**config.mk**
```make
export PLATFORM = sky130hd
export DESIGN_NAME = ldst_unit
export DESIGN_NICKNAME = d
export VERILOG_FILES = /design/src/rtl/ldst_pkg.sv /design/src/rtl/ldst_unit.sv
export SDC_FILE = /design/constraint.sdc
export NUM_CORES = 1
export LEC_CHECK = 0
export ABC_AREA = 1
export BUFFER_PORTS_ARGS = -buffer_cell sky130_fd_sc_hd__buf_2
export CAP_MARGIN = 10
export CORE_MARGIN = 5
export CORE_UTILIZATION = 49
export CTS_BUF_LIST = sky130_fd_sc_hd__clkbuf_8
export DETAILED_ROUTE_END_ITERATION = 10
export PLACE_DENSITY_LB_ADDON = 0.05
export SYNTH_ARGS = -nofsm -noshare
export SYNTH_HDL_FRONTEND = slang
export SYNTH_SLANG_ARGS = --single-unit
```
**constraint.sdc**
```tcl
create_clock -name clk -period 2.6 [get_ports clk]
set_clock_uncertainty 0.15 [all_clocks]
set_input_delay 0.26 -clock clk [delete_from_list [all_inputs] [get_ports clk]]
set_output_delay 0.26 -clock clk [all_outputs]
set_load 0.02 [all_outputs]
```
**src/rtl/ldst_pkg.sv**
```systemverilog
// Shared types and constants for the load/store stage.
// Imported by ldst_unit.
package ldst_pkg;

  typedef enum logic [2:0] {
    IDLE    = 3'd0,
    REQ     = 3'd1,
    WB_DATA = 3'd2,
    WB_PTR  = 3'd3
  } ldst_state_t;

  localparam int RM_IDX = 15;

endpackage

```
**src/rtl/ldst_unit.sv**
```systemverilog
// Multi-cycle load/store stage: req/ack data memory port,
// register write-back of load data and optional rM post-increment.
module ldst_unit
  import ldst_pkg::*;
#(
  parameter int DATA_W  = 8,
  parameter int ADDR_W  = 8,
  parameter int REG_AW  = 4,
  parameter int RM_IDX  = ldst_pkg::RM_IDX,
  parameter int TIMEOUT = 15
) (
  input  logic              clk,
  input  logic              reset,
  input  logic              start,
  input  logic              is_store,
  input  logic              post_inc,
  input  logic [REG_AW-1:0] rd,
  input  logic [ADDR_W-1:0] addr_in,
  input  logic [DATA_W-1:0] sdata_in,
  output logic              busy,
  output logic              done,
  output logic              err,
  output logic              mem_req,
  output logic              mem_we,
  output logic [ADDR_W-1:0] mem_addr,
  output logic [DATA_W-1:0] mem_wdata,
  input  logic              mem_ack,
  input  logic [DATA_W-1:0] mem_rdata,
  output logic              wb_en,
  output logic [REG_AW-1:0] wb_addr,
  output logic [DATA_W-1:0] wb_data
);

  localparam int CW = $clog2(TIMEOUT + 1);
  localparam logic [CW-1:0] TMO_LAST = CW'(TIMEOUT - 1);
  localparam logic [CW-1:0] CNT_ONE = CW'(1);
  localparam logic [ADDR_W-1:0] A_ONE = ADDR_W'(1);
  localparam logic [REG_AW-1:0] RM_A = REG_AW'(RM_IDX);

  ldst_state_t       state;
  logic              store_q;
  logic              pinc_q;
  logic [REG_AW-1:0] rd_q;
  logic [ADDR_W-1:0] addr_q;
  logic [DATA_W-1:0] sdata_q;
  logic [DATA_W-1:0] rdata_q;
  logic [CW-1:0]     cnt;
  logic [ADDR_W-1:0] ptr_nxt;

  always_ff @(posedge clk) begin
    if (reset) begin
      state   <= IDLE;
      store_q <= 1'b0;
      pinc_q  <= 1'b0;
      rd_q    <= '0;
      addr_q  <= '0;
      sdata_q <= '0;
      rdata_q <= '0;
      cnt     <= '0;
      done    <= 1'b0;
      err     <= 1'b0;
    end else begin
      done <= 1'b0;
      err  <= 1'b0;
      unique case (state)
        IDLE: begin
          if (start) begin
            store_q <= is_store;
            pinc_q  <= post_inc;
            rd_q    <= rd;
            addr_q  <= addr_in;
            sdata_q <= sdata_in;
            cnt     <= '0;
            state   <= REQ;
          end
        end
        REQ: begin
          // ack wins even on the last allowed cycle
          if (mem_ack) begin
            if (!store_q) begin
              rdata_q <= mem_rdata;
              state   <= WB_DATA;
            end else if (pinc_q) begin
              state <= WB_PTR;
            end else begin
              state <= IDLE;
              done  <= 1'b1;
            end
          end else if (cnt == TMO_LAST) begin
            state <= IDLE;
            err   <= 1'b1;
          end else begin
            cnt <= cnt + CNT_ONE;
          end
        end
        WB_DATA: begin
          if (pinc_q) begin
            state <= WB_PTR;
          end else begin
            state <= IDLE;
            done  <= 1'b1;
          end
        end
        WB_PTR: begin
          state <= IDLE;
          done  <= 1'b1;
        end
        default: state <= IDLE;
      endcase
    end
  end

  assign ptr_nxt   = addr_q + A_ONE;
  assign busy      = (state != IDLE);
  assign mem_req   = (state == REQ);
  assign mem_we    = mem_req & store_q;
  assign mem_addr  = addr_q;
  assign mem_wdata = sdata_q;

  always_comb begin
    wb_en   = 1'b0;
    wb_addr = '0;
    wb_data = '0;
    unique case (1'b1)
      (state == WB_DATA): begin
        wb_en   = 1'b1;
        wb_addr = rd_q;
        wb_data = rdata_q;
      end
      (state == WB_PTR): begin
        wb_en   = 1'b1;
        wb_addr = RM_A;
        wb_data = DATA_W'(ptr_nxt);
      end
      default: ;
    endcase
  end

endmodule

```
* Word-level counts from Yosys, hierarchy flattened
Index checks and enable logic that the tools add are counted.
Word-level totals: bits in registers 39, latch bits 0, memory bits (writable) 0, ROM bits 0, input port bits 34, output and inout bits 34, word-level logic and storage cells 50, memories 0
Operators by class: add/sub/neg operators 2, $mul 0, div/mod/pow operators 0, magnitude comparators 0, eq/ne operators 8, shift operators 0, mux-type cells 18, bitwise operators 3, reduce and logical (&&, ||, !) cells 9
Operator list (number):
- one-hot mux 4 bit (2 select lines) | 2
- one-hot mux 8 bit (2 select lines) | 1
- two-way mux 4 bit | 3
- two-way mux 3 bit | 3
- one-hot mux 3 bit (3 select lines) | 1
- adder 8 x 1 -> 8 bit, second input constant | 1
- equality test 3 x 2 -> 1 bit, second input constant | 2
- != test 2 bit, second input constant | 3
- two-way mux 1 bit | 5
- adder 4 x 1 -> 4 bit, second input constant | 1
- equality test 4 bit, second input constant | 1
- two-way mux 2 bit | 2
- AND reduction 2 bit | 2
- AND reduction 4 bit | 1
- equality test 3 x 1 -> 1 bit, second input constant | 1
- logical NOT 3 bit | 1
- != test 3 x 1 -> 1 bit, second input constant | 1
- one-hot mux 1 bit (3 select lines) | 1
- AND reduction 3 bit | 1
- nonzero test 3 bit | 1
- OR reduction 3 bit | 1
- NOT 1 bit | 2
- nonzero test 2 bit | 1
- OR reduction 2 bit | 1
- bitwise AND 1 bit | 1

* Longest topological paths before layout
depth in word-level cells 4, mapped depth 9, depth with buffers taken out 9

* Worst setup path before layout
OpenSTA, ideal clock, no wires.
kind flip-flop to output port, start point register addr_q[0] (netlist: mem_addr[0]), end point output wb_data[6], data arrival time 1.339 ns, required time 2.190 ns, slack 0.851 ns, stages on the path, launching flop included 6, path buffers 0, path through dfxtp_1 -> ha_1 -> nand2_1 -> nor2_1 -> a21oi_1 -> o21ai_1
On the way: cells in the longest elaborated chain, start to end 2
RTL lines:
- from (decl) | line ldst_unit.sv:44 | logic [ADDR_W-1:0] addr_q;
- from (signal assigned) | line ldst_unit.sv:71 | addr_q <= addr_in;
- adder 8 x 1 -> 8 bit | line ldst_unit.sv:113 | assign ptr_nxt = addr_q + A_ONE;
- one-hot mux 8 bit (2 select lines) | line ldst_unit.sv:124 | unique case (1'b1)
- to (decl) | line ldst_unit.sv:31 | output logic [DATA_W-1:0] wb_data
Every way passes these cells.

* Worst setup path after layout
start point register state[1], end point output wb_data[0]
On the way: cells in the longest elaborated chain, start to end 2, elaborated cells on any way between the ends 3, those cells by class eq/ne (2); mux (1)
RTL lines:
- from (decl) | line ldst_unit.sv:40 | ldst_state_t state;
- from (signal assigned) | line ldst_unit.sv:52 | state <= IDLE;
- from (signal assigned) | line ldst_unit.sv:74 | state <= REQ;
- from (signal assigned) | line ldst_unit.sv:82 | state <= WB_DATA;
- equality test 3 x 2 -> 1 bit, on equally long branches | line ldst_unit.sv:130, ldst_unit.sv:125
- one-hot mux 8 bit (2 select lines) * | line ldst_unit.sv:124
Every way passes the cells marked *; elsewhere a longest branch is shown, timed or not.

==> metrics.md <==
| Metric | Value |
|---|---|
| Register bit count reported by yosys | `38` |
| Largest net degree at the start of global routing | `33` |
| Chip height | `~70 um` |
| Fin Setup TNS | `0 ns` |
| Layout cells sized above 1 | `0.2755` |
| Worst setup startpoint | `state[1]$_SDFFE_PP0P_` |
| Routability cong. | `around 0.84` |
| Final hold violation count | `0` |
| Status | `finished clean` |
| Gr ovfl total | `0` |
| Achievable Freq | `around 500 MHz` |
| CTS tree | `built` |
| CTS max path bufs | `2` |
| Startpoint types | `flop` |
| Yosys warns | `0` |
| Setup slack after layout | `between 0.6 and 0.7 ns` |
| IO Count | `68` |
| Worst R2R Start | `state[1]$_SDFFE_PP0P_` |
| Hold path startpoint | `rd[2]` |
| Root buffer cell | `clkbuf_8` |
| Sequential area share after synthesis | `0.4273` |
| IO Port Bufs | `67` |
| Post-Place Setup Slack | `between 0.9 and 1 ns` |
| Full die area | `slightly below 5000 um2` |
| Antenna violation net count after detailed routing | `0` |
| Placed Cells | `around 360` |
| Hold_buf cts | `0` |
| Worst setup EP type | `output pin` |
| Syn_area_per_cell | `between 6 and 7 um2` |
| Wire per inst | `about 12 um` |
| Aggregate global-route resource usage | `0.1821` |
| Fillers | `about 370` |
| Worst VDD drop | `between 0.0004 and 0.0005 V` |
| WP data arrival | `1.59 ns` |
| Global-route wire length before repair | `between 7000 and 8000 um` |
| Yosys top cell area share | `0.4273` |
| Synth area leader | `dfxtp_1` |
| Top cells by area, synth | `dfxtp_1 (43%), nor2_1 (15%), nand2_1 (8.4%)` |
| # DRC | `0` |
| Worst endpoint required time | `roughly 2.2 ns` |
| Dpl hpwl | `roughly 3100 um` |
| CTS clock-pin slew for the worst setup and hold paths | `0.07 ns` |
| Post-CTS setup buffer count | `0` |
| Type of the worst min-delay path | `in2reg` |
| Initial Util | `0.4976` |
| Setup violators final | `0` |
| Area delta synth->final | `24.53%` |
| Routed WL | `between 4000 and 5000 um` |
| Vias | `1811` |
| Cts bufs inserted | `5` |
| Final Cycle Share | `0.7674` |
| Synth Cell Area | `1780 um2` |
| Syn nets | `294` |
| FF-to-FF path depth | `5` |
| Total number of clock tree sinks | `38` |
| DRT Pass-1 Iters | `4` |
| Cells after Synth | `between 200 and 300` |
| Skew-Pair Late Insertion Delay | `0.29 ns` |
| Number of global-route vias before repair | `about 1700` |
| Finished Layout Cells | `about 370` |
| Avg Vias per Cell | `4.881` |
| Period minus WS final | `1.995 ns` |
| Leakage | `about 1.1 nW` |
| Worst slew pin tran | `0.8180 ns` |
| Initial detailed-routing violation count | `between 80 and 90` |
| Placeable Area | `around 3600 um2` |
| Cts repair resizes | `0` |
| Setup Crit Path Kind | `reg2out` |
| Pwr Density | `between 600 and 700 nW/um2` |
| Die X | `~70 um` |
| RSZ-0062 raised after global routing | `false` |
| Slew headroom | `0.4541` |
| Hold path depth | `3` |
| H-tree levels | `2` |
| Pins over their slew limit | `0` |
| Initial antenna violation count | `0` |
| Max_cap viols | `0` |
| Ant. Diodes | `0` |
| Library cells used by synthesis | `23` |
| CP max FO | `9` |
| Fin nets | `359` |
| Site row count | `22` |
[cells by family after synthesis]
logic type / after synthesis / synth area share
simple gates: 136 / 0.3268
flops: 38 / 0.4273
buf+inv: 28 / 0.07379
compound gates: 52 / 0.1511
fa+ha+maj: 3 / 0.02108
[synth_stat cells, drive strengths merged]
| master | number |
|---|---|
| a21oi | 11 |
| a22o | 1 |
| buf | 7 |
| clkbuf | 2 |
| clkinv | 2 |
| dfxtp | 38 |
| ha | 3 |
| inv | 17 |
| nand2 | 47 |
| nand3 | 12 |
| nand4 | 2 |
| nor2 | 74 |
| nor3 | 1 |
| o21ai | 38 |
| o21bai | 2 |
[report_power, final]
group | switching [W] | leakage (nW) | internal, W
Combinational | 0.000194 | 0.742 | 0.000104
Clock | 0.000201 | 0.0524 | 0.000210
Sequential | 0.0000435 | 0.313 | 0.000636
[layout by cell type, fill, tap and decap left out]
cell type	instances
nand2_4	4
ha_1	3
a22o_1	1
nor2_1	71
dfxtp_1	38
nor2_4	1
nor3_1	1
nand3_1	12
inv_2	3
clkbuf_8	6
clkinv_2	1
o21ai_0	25
a21oi_1	11
nand4_1	2
nand2_2	3
o21ai_1	13
buf_2	67
o21bai_1	2
inv_1	15
clkinv_4	2
nand2_1	40
nor2_2	2
[state kept, by name (all words and copies together), names as in the netlist]
register	flops
state	2
done	1
err	1
rdata_q	8
mem_wdata	8
store_q	1
rd_q	4
mem_addr	8
cnt	4
pinc_q	1
[layer usage]
layer  share of wire  wire length [um]  up-vias  GRT usage
met2            0.49              2105       53     0.3108
li1                -                 -      952          -
met5               0                 0        -          0
met3           0.079               341        5    0.06331
met4           0.011                49        0    0.05745
met1            0.42              1816      801     0.2118
[through the flow]
stage               power [W]  cell area, um2    util  hold WS (ns)
floorplan           0.0009001            1780       -        0.1791
global placement    0.0009936            2126  0.5941        0.3086
detailed placement  0.0009944            2126  0.5941        0.3159
CTS                  0.001402            2217  0.6196       0.04919
global route         0.001471            2217  0.6196       0.06339
finish               0.001390            2217  0.6196       0.05060
[critical path, cell delays in order (launching register included)]
cell     delay, ns
dfxtp_1       0.49
inv_2         0.12
nor2_2        0.31
nand2_1       0.08
o21ai_0       0.09
buf_2         0.19
[cell type report]
class                      instances  area (um2)  share of cell area
multi-input combinational        191       888.4              0.4007
clock buffer                       6       82.58             0.03725
timing repair buffer              67       335.3              0.1512
tap                               48       60.06             0.02709
sequential                        38       760.7              0.3431
inverter                          19       81.33             0.03668
clock inverter                     2       8.758            0.003950
[path summary, 6_finish.rpt]
check	slack [ns]	end
min reg2reg	0.33	mem_wdata[2]$_SDFFE_PP0P_
max reg2reg	1.06	mem_wdata[5]$_SDFFE_PP0P_
min	0.05	rd_q[2]$_SDFFE_PP0P_
max	0.60	wb_data[0]
(Power assumes the default switching activity.)
